File: config.mk
export PLATFORM = sky130hd
export DESIGN_NAME = rc_servo_sd_adc_channel
export DESIGN_NICKNAME = d
export VERILOG_FILES = /design/src/rtl/rc_servo_sd_adc_channel.sv
export SDC_FILE = /design/constraint.sdc
export NUM_CORES = 1
export LEC_CHECK = 0
export CAP_MARGIN = 25
export CORE_MARGIN = 2
export CORE_UTILIZATION = 59
export CTS_BUF_LIST = sky130_fd_sc_hd__clkbuf_4
export DETAILED_ROUTE_END_ITERATION = 6
export PLACE_DENSITY = 0.79
export SYNTH_ARGS = -nofsm -noshare
export SYNTH_HDL_FRONTEND = slang
export SYNTH_SLANG_ARGS = --single-unit
File: constraint.sdc
create_clock -name clk_i -period 7.5 [get_ports clk_i]
set_input_delay 2.25 -clock clk_i [delete_from_list [all_inputs] [get_ports clk_i]]
set_output_delay 2.25 -clock clk_i [all_outputs]
set_load 0.01 [all_outputs]
File: src/rtl/rc_servo_sd_adc_channel.sv
// One axis of the sigma-delta position ADC: comparator synchroniser, feedback
// bit, ones-counting decimator over a 2^WIN_BITS window and optional IIR smoothing.
module rc_servo_sd_adc_channel #(
    parameter int WIN_BITS     = 8,
    parameter int SMOOTH_SHIFT = 2
) (
    input  logic                clk_i,
    input  logic                reset_i,
    input  logic                comp_async_i,
    output logic                pwm_pin_o,
    output logic [WIN_BITS-1:0] sample_o,
    output logic                sample_valid_o
);

    localparam int ACC_W = WIN_BITS + 1;

    logic                s1_q, s2_q, pwm_q;
    logic [WIN_BITS-1:0] win_cnt_q, win_cnt_d;
    logic [ACC_W-1:0]    ones_acc_q, ones_acc_d;
    logic [WIN_BITS-1:0] sample_q, sample_d;
    logic                valid_q, valid_d;

    logic                terminal;
    logic [ACC_W-1:0]    raw;
    logic [WIN_BITS-1:0] raw_sat;
    logic [WIN_BITS-1:0] smoothed;

    // s1 is the only flop that sees the asynchronous pad; nothing but s2 reads it.
    always_ff @(posedge clk_i or posedge reset_i) begin
        if (reset_i) begin
            s1_q  <= 1'b0;
            s2_q  <= 1'b0;
            pwm_q <= 1'b0;
        end else begin
            s1_q  <= comp_async_i;
            s2_q  <= s1_q;
            pwm_q <= s2_q;
        end
    end

    // raw includes the terminal cycle's bit, so a full window of ones reaches 2^WIN_BITS.
    always_comb begin
        terminal   = &win_cnt_q;
        raw        = ones_acc_q + ACC_W'(pwm_q);
        raw_sat    = raw[WIN_BITS] ? {WIN_BITS{1'b1}} : raw[WIN_BITS-1:0];
        win_cnt_d  = win_cnt_q + 1'b1;
        ones_acc_d = terminal ? '0 : raw;
        sample_d   = terminal ? smoothed : sample_q;
        valid_d    = terminal;
    end

    always_ff @(posedge clk_i or posedge reset_i) begin
        if (reset_i) begin
            win_cnt_q  <= '0;
            ones_acc_q <= '0;
            sample_q   <= '0;
            valid_q    <= 1'b0;
        end else begin
            win_cnt_q  <= win_cnt_d;
            ones_acc_q <= ones_acc_d;
            sample_q   <= sample_d;
            valid_q    <= valid_d;
        end
    end

    generate
        if (SMOOTH_SHIFT > 0) begin : g_iir
            localparam int F_W = WIN_BITS + SMOOTH_SHIFT;

            logic [F_W-1:0] f_q, f_d;
            logic [F_W-1:0] f_step;
            logic           first_q, first_d;

            // f settles at raw<<K for a constant input, so it never exceeds (2^W-1)<<K.
            always_comb begin
                f_step  = f_q - (f_q >> SMOOTH_SHIFT) + F_W'(raw_sat);
                f_d     = f_q;
                first_d = first_q;
                if (terminal) begin
                    f_d     = first_q ? {raw_sat, {SMOOTH_SHIFT{1'b0}}} : f_step;
                    first_d = 1'b0;
                end
            end

            always_ff @(posedge clk_i or posedge reset_i) begin
                if (reset_i) begin
                    f_q     <= '0;
                    first_q <= 1'b1;
                end else begin
                    f_q     <= f_d;
                    first_q <= first_d;
                end
            end

            assign smoothed = f_d[F_W-1:SMOOTH_SHIFT];
        end else begin : g_bypass
            assign smoothed = raw_sat;
        end
    endgenerate

    assign pwm_pin_o      = pwm_q;
    assign sample_o       = sample_q;
    assign sample_valid_o = valid_q;

endmodule
==> qor.yml, run 1 <==
status: "finished clean"
cp.required_ns: 7.76
critPathCapture: "g_iir.f_q[9]$_DFF_PP0_"
gp_congestion: 0.845
drt_wl_total_mm: 3.90
fin_setup_tns_ns: 0
die_area_um2: 4310
path_class: "flip-flop to flip-flop"
antenna_found_initial: 0
core_um2: 3660
r2r_end: "g_iir.f_q[9]$_DFF_PP0_"
r2r_cells: 14
io-pin-count: 13
diodes: 0
overflow: 0
synth_common_cells: "39 x dfrtp_1, 22 x nand2_1, 16 x nand3_1, 16 x nor2_1, 16 x xnor2_1"
synth.largest_area_cell: "dfrtp_1"
remaining_drc_errors: 0
power.leakage_nw: 1.15
maxCapViolCount: 0
final_antenna_net_count: 0
grt_util_all_layers: 0.213
fp.dieW_um: 65.6
synth-main-ff-cell: "dfrtp_1"
cts.clk_slew.worst_paths_ns: 0.13
fin_crit_ns: 4.02
hold_class: "flip-flop to flip-flop"
max_slew.worst_pin.slew_ns: 0.794
viasPerCell: 5.54
fillers: 308
syn_avg_cell_area_um2: 10.4
syn_nets: 239
cts.htree.levels: 2
peakVddDrop_mv: 0.212
drt_pass1_iterations: 4
yosys-top-cells-area: "dfrtp_1 44%, ha_1 7.3%, fa_1 7.1%, xnor2_1 6.3%, nand2_1 3.7%"
ys_async_sr_fraction: 1.00
slew_violations: 0
wire_per_inst_um: 14.0
netlist.area_leader.share: 0.436
syn_to_final_growth_pct: 10.8
synth_edf_count: 0
fin_nets: 253
yosysSeqAreaShare: 0.447
drt_iter0_drc: 126
cp_max_fo: 8
numCtsBuffers: 5
ys.warnings.count: 0
clk_latency_ns: 0.35
port_buffers: 12
rsz0062_at_grt: "no"
grt_pass1_wl_mm: 6.84
fin_crit_sh: 0.536
arrival_ns: 4.27
dp_hpwl_mm: 2.89
cts_sinks: 40
relSlewSlack: 0.469
r2r_start: "pwm_pin_o$_DFF_PP0_"
die_y_um: 65.6
cts_resized: 0
place_ws_ns: 3.50
finalHoldViolCount: 0
critical_path.startpoint: "pwm_pin_o$_DFF_PP0_"
clock_skew_ns: 0.00648
cts-root-buf: "clkbuf_4"
cts_hold_buffers: 0
cts_tree: "built"
synthDistinctLibCells: 38
worst_slack_ns: 3.48
grt_max_degree: 41
end_kind: "flip-flop"
timing.fmax_ghz: 0.249
finalSetupViolCount: 0
cellPowerDensity_nw_per_um2: 354
drive_gt1_frac: 0.0652
cts_buffer_depth: 2
cts_setup_buffers: 0
ys_ff_latch: 40
grt_pass1_vias: 1500
synth_most_common_cell: "dfrtp_1"
initial_core_util: 0.612
row_count: 22
vias: 1539
synthCells: 215
critPathLaunchType: "flip-flop"
synth_area_um2: 2240
rrSetupSlack_ns: 3.48
## kinds of logic after synthesis
group / share of synthesized area
flip-flops: 0.447
multiplexers: 0.0156
XOR/XNOR: 0.0821
AND/OR/NAND/NOR: 0.147
buffers and inverters: 0.0408
adder cells (fa/ha/maj): 0.144
AO/OA/AOI/OAI: 0.123
## worst max-delay path, cell delays in order (launching register included)
cell	delay (ns)
dfrtp_1	0.40
ha_1	0.24
ha_1	0.23
nand2_1	0.10
nor3_1	0.06
xnor2_1	0.48
nand2b_1	0.18
fa_1	0.51
ha_1	0.32
a21oi_1	0.21
o211ai_2	0.17
o41ai_2	0.25
xnor2_1	0.22
mux2_4	0.33
o221a_1	0.21
## power breakdown
group | total, W | leakage (nW) | switching, W | internal (W)
sequential | 0.000248 | 0.522 | 0.0000147 | 0.000233
clock | 0.000146 | 0.0454 | 0.0000753 | 0.0000712
combinational | 0.000485 | 0.582 | 0.000258 | 0.000227
## state kept, by name (all words and copies together) (netlist names)
| name | flops |
|---|---|
| win_cnt_q | 8 |
| ones_acc_q | 9 |
| sample_valid_o | 1 |
| pwm_pin_o | 1 |
| g_iir.f_q | 10 |
| s1_q | 1 |
| g_iir.first_q | 1 |
| s2_q | 1 |
| sample_o | 8 |
## worst min path at each step
stage / startpoint / to / depth (start not counted)
CTS: s2_q$_DFF_PP0_ / pwm_pin_o$_DFF_PP0_ / 0
global placement: s2_q$_DFF_PP0_ / pwm_pin_o$_DFF_PP0_ / 0
global route: s1_q$_DFF_PP0_ / s2_q$_DFF_PP0_ / 0
floorplan: s2_q$_DFF_PP0_ / pwm_pin_o$_DFF_PP0_ / 0
detailed placement: s2_q$_DFF_PP0_ / pwm_pin_o$_DFF_PP0_ / 0
finish: s2_q$_DFF_PP0_ / pwm_pin_o$_DFF_PP0_ / 0
## layout by cell type (no fill, tap or decap), types with 2 or more instances in the layout
cell / n
o211ai_1: 4
clkbuf_4: 5
dfrtp_1: 39
inv_1: 15
o21bai_1: 2
nand2b_1: 3
fa_1: 8
nand2_1: 22
xnor2_1: 16
clkdlybuf4s50_1: 12
o21a_1: 5
a21oi_1: 3
nor3_1: 9
and3_1: 3
clkinv_4: 2
a21o_1: 2
a31oi_1: 4
and2_1: 2
nand3_1: 16
mux2i_1: 2
a21boi_0: 4
nor2_1: 16
xor2_1: 5
a211o_1: 3
ha_1: 13
## final cells by class
class / count / area, µm² / area share
clock buffer: 5 / 37.5 / 0.0151
inverter: 16 / 60.1 / 0.0242
timing repair buffer: 13 / 128 / 0.0514
tap: 48 / 60.1 / 0.0242
sequential: 40 / 1000 / 0.404
clock inverter: 3 / 47.5 / 0.0192
multi-input combinational: 153 / 1150 / 0.462
## through the flow
stage / power (W) / hold slack, ns / util / instance area, µm² / cells
floorplan: 0.000650 / 0.331 / - / 2240 / 215
global placement: 0.000723 / 0.334 / 0.655 / 2400 / 270
detailed placement: 0.000732 / 0.339 / 0.655 / 2400 / 270
CTS: 0.000884 / 0.369 / 0.678 / 2480 / 278
global route: 0.000948 / 0.384 / 0.678 / 2480 / 278
finish: 0.000879 / 0.365 / 0.678 / 2480 / 278
## metal layers
| metal | share of wire | wire (µm) | vias to the layer above | global-route usage |
|---|---|---|---|---|
| li1 | - | - | 760 | - |
| met1 | 0.47 | 1840 | 744 | 0.284 |
| met2 | 0.47 | 1840 | 26 | 0.336 |
| met3 | 0.037 | 144 | 9 | 0.0616 |
| met4 | 0.017 | 68 | 0 | 0.0703 |
| met5 | 0 | 0 | - | 0 |
Power figures use the tool's default switching activity.
==> run 2: changes to the inputs <==
- clock period: 7.5 -> 4.2 ns (I/O delays scaled with it)
==> run 2 against run 1 <==
Wire length up 6.8%; power up 74%; utilization up 0.068 points; flip-flop and latch count unchanged; die area unchanged; first-iteration DRC count down 44%; clock power up 36%; sequential share of layout area about the same.
==> qor.yml, run 2 (same netlist as run 1, synthesis figures left out) <==
arrival_ns: 4.11
drive_gt1_frac: 0.0815
cp.required_ns: 4.44
final_cell_mix: "39 x dfrtp_1, 22 x nand2_1, 16 x nand3_1, 16 x nor2_1"
cts.clk_slew.worst_paths_ns: 0.12
mostFrequentLayoutCell: "dfrtp_1"
critPathLaunchType: "flip-flop"
finalSetupViolCount: 0
power.leakage_nw: 1.15
fin_nets: 256
final_cell_count_no_fill: 281
status: "finished clean"
hold_class: "flip-flop to flip-flop"
port_buffers: 12
timing.fmax_ghz: 0.258
remaining_drc_errors: 0
drt_wl_total_mm: 4.16
whs_ns: 0.361
finalHoldViolCount: 0
syn_to_final_growth_pct: 10.9
overflow: 0
register_area_um2: 1000
drt_pass1_iterations: 4
wire_per_inst_um: 14.8
cts-root-buf: "clkbuf_4"
fillers: 275
cellPowerDensity_nw_per_um2: 615
clock_skew_ns: 0.0116
largest_register_ffs: 10
die_area_um2: 4310
gp_congestion: 0.899
clk_latency_ns: 0.35
core_um2: 3660
peakVddDrop_mv: 0.442
cp_slowest_cell: "fa_1"
crit_family: "adder cells"
antenna_found_initial: 0
place_ws_ns: 0.228
fin_crit_sh: 0.921
path_cells: "ha_1 > ha_1 > nand2_1 > nor3_1 > xnor2_2 > nand2b_1 > fa_1 > fa_1 > a21o_1 > a21oi_1 > o21bai_1 > a41oi_1 > mux2i_1 > o211ai_1"
drt_iter0_drc: 71
row_count: 22
grt_pass1_wl_mm: 7.11
path_class: "flip-flop to flip-flop"
fin_crit_ns: 3.87
relSlewSlack: 0.412
diodes: 0
cts_sinks: 40
grt_pass1_vias: 1543
max_stage_delay_ns: 0.51
multi_input_area_um2: 1150
numCtsBuffers: 5
dp_hpwl_mm: 3.06
io-pin-count: 13
largest-register: "g_iir.f_q"
viasPerCell: 5.67
die_y_um: 65.6
grt_util_all_layers: 0.224
slew_violations: 0
cts.htree.levels: 2
initial_core_util: 0.612
cts_buffer_depth: 2
cp_max_fo: 8
worst_slack_ns: 0.330
max_slew.worst_pin.slew_ns: 0.881
cts_hold_buffers: 0
numPlacedInstances: 273
final_antenna_net_count: 0
reg_top3: "g_iir.f_q: 10 flops, ones_acc_q: 9 flops"
vias: 1592
end_kind: "flip-flop"
cts_tree: "built"
grt_max_degree: 24
path_buf_inv: 0
maxCapViolCount: 0
fp.dieW_um: 65.6
==> run 2: area by class of cell <==
class | count | share of cell area
clock inverter | 2 | 0.00504
inverter | 16 | 0.0242
timing repair buffer | 16 | 0.0604
multi-input combinational | 153 | 0.465
tap | 48 | 0.0242
clock buffer | 6 | 0.0181
sequential | 40 | 0.403
==> run 2: path summary, 6_finish.rpt <==
path | startpoint | endpoint | slack (ns) | cells past startpoint
worst min register to register | s1_q$_DFF_PP0_ | s2_q$_DFF_PP0_ | 0.36 | 0
min in group asynchronous | reset_i | ones_acc_q[1]$_DFF_PP0_ | 1.38 | 2
worst max-delay path | pwm_pin_o$_DFF_PP0_ | g_iir.f_q[8]$_DFF_PP0_ | 0.33 | 14
max in group asynchronous | reset_i | win_cnt_q[4]$_DFF_PP0_ | 2.15 | 3
worst min-delay path | s1_q$_DFF_PP0_ | s2_q$_DFF_PP0_ | 0.36 | 0
worst max register to register | pwm_pin_o$_DFF_PP0_ | g_iir.f_q[8]$_DFF_PP0_ | 0.33 | 14
==> run 2: metrics by stage <==
stage          power, W   util  TNS [ns]  cell area (µm²)
5_1_grt         0.00165  0.679  -0.00227             2480
2_1_floorplan   0.00116      -         0             2240
4_1_cts         0.00153  0.677         0             2480
3_5_place_dp    0.00132  0.661         0             2420
6_report        0.00153  0.679         0             2480
3_3_place_gp    0.00129  0.661         0             2420
==> run 2: repair_timing <==
item,CTS,global route
endpoints found under the setup margin,0,4
resized for setup,0,1
setup buffers,0,0
==> run 2: worst reg2reg max path, delay by kind of cell, from the launching register on <==
kind	cells	cell delay, ns
adders and majority gates	4	1.39
xor gates and xnor gates	1	0.23
and+or+nand+nor	3	0.54
DFF	1	0.37
muxes	1	0.27
AOI/OAI and AO/OA	5	0.99
==> run 2: per-layer routing <==
layer  track usage  wire length (µm)
met1         0.309              1910
met2         0.327              1930
met3        0.0565               197
met5             0                 0
met4         0.112               124
==> run 2: where the power goes <==
group | internal (W) | total, W | switching [W]
Sequential | 0.000417 | 0.000444 | 0.0000273
Clock | 0.0000711 | 0.000199 | 0.000128
Combinational | 0.000405 | 0.000885 | 0.000480
Total | 0.000893 | 0.00153 | 0.000635
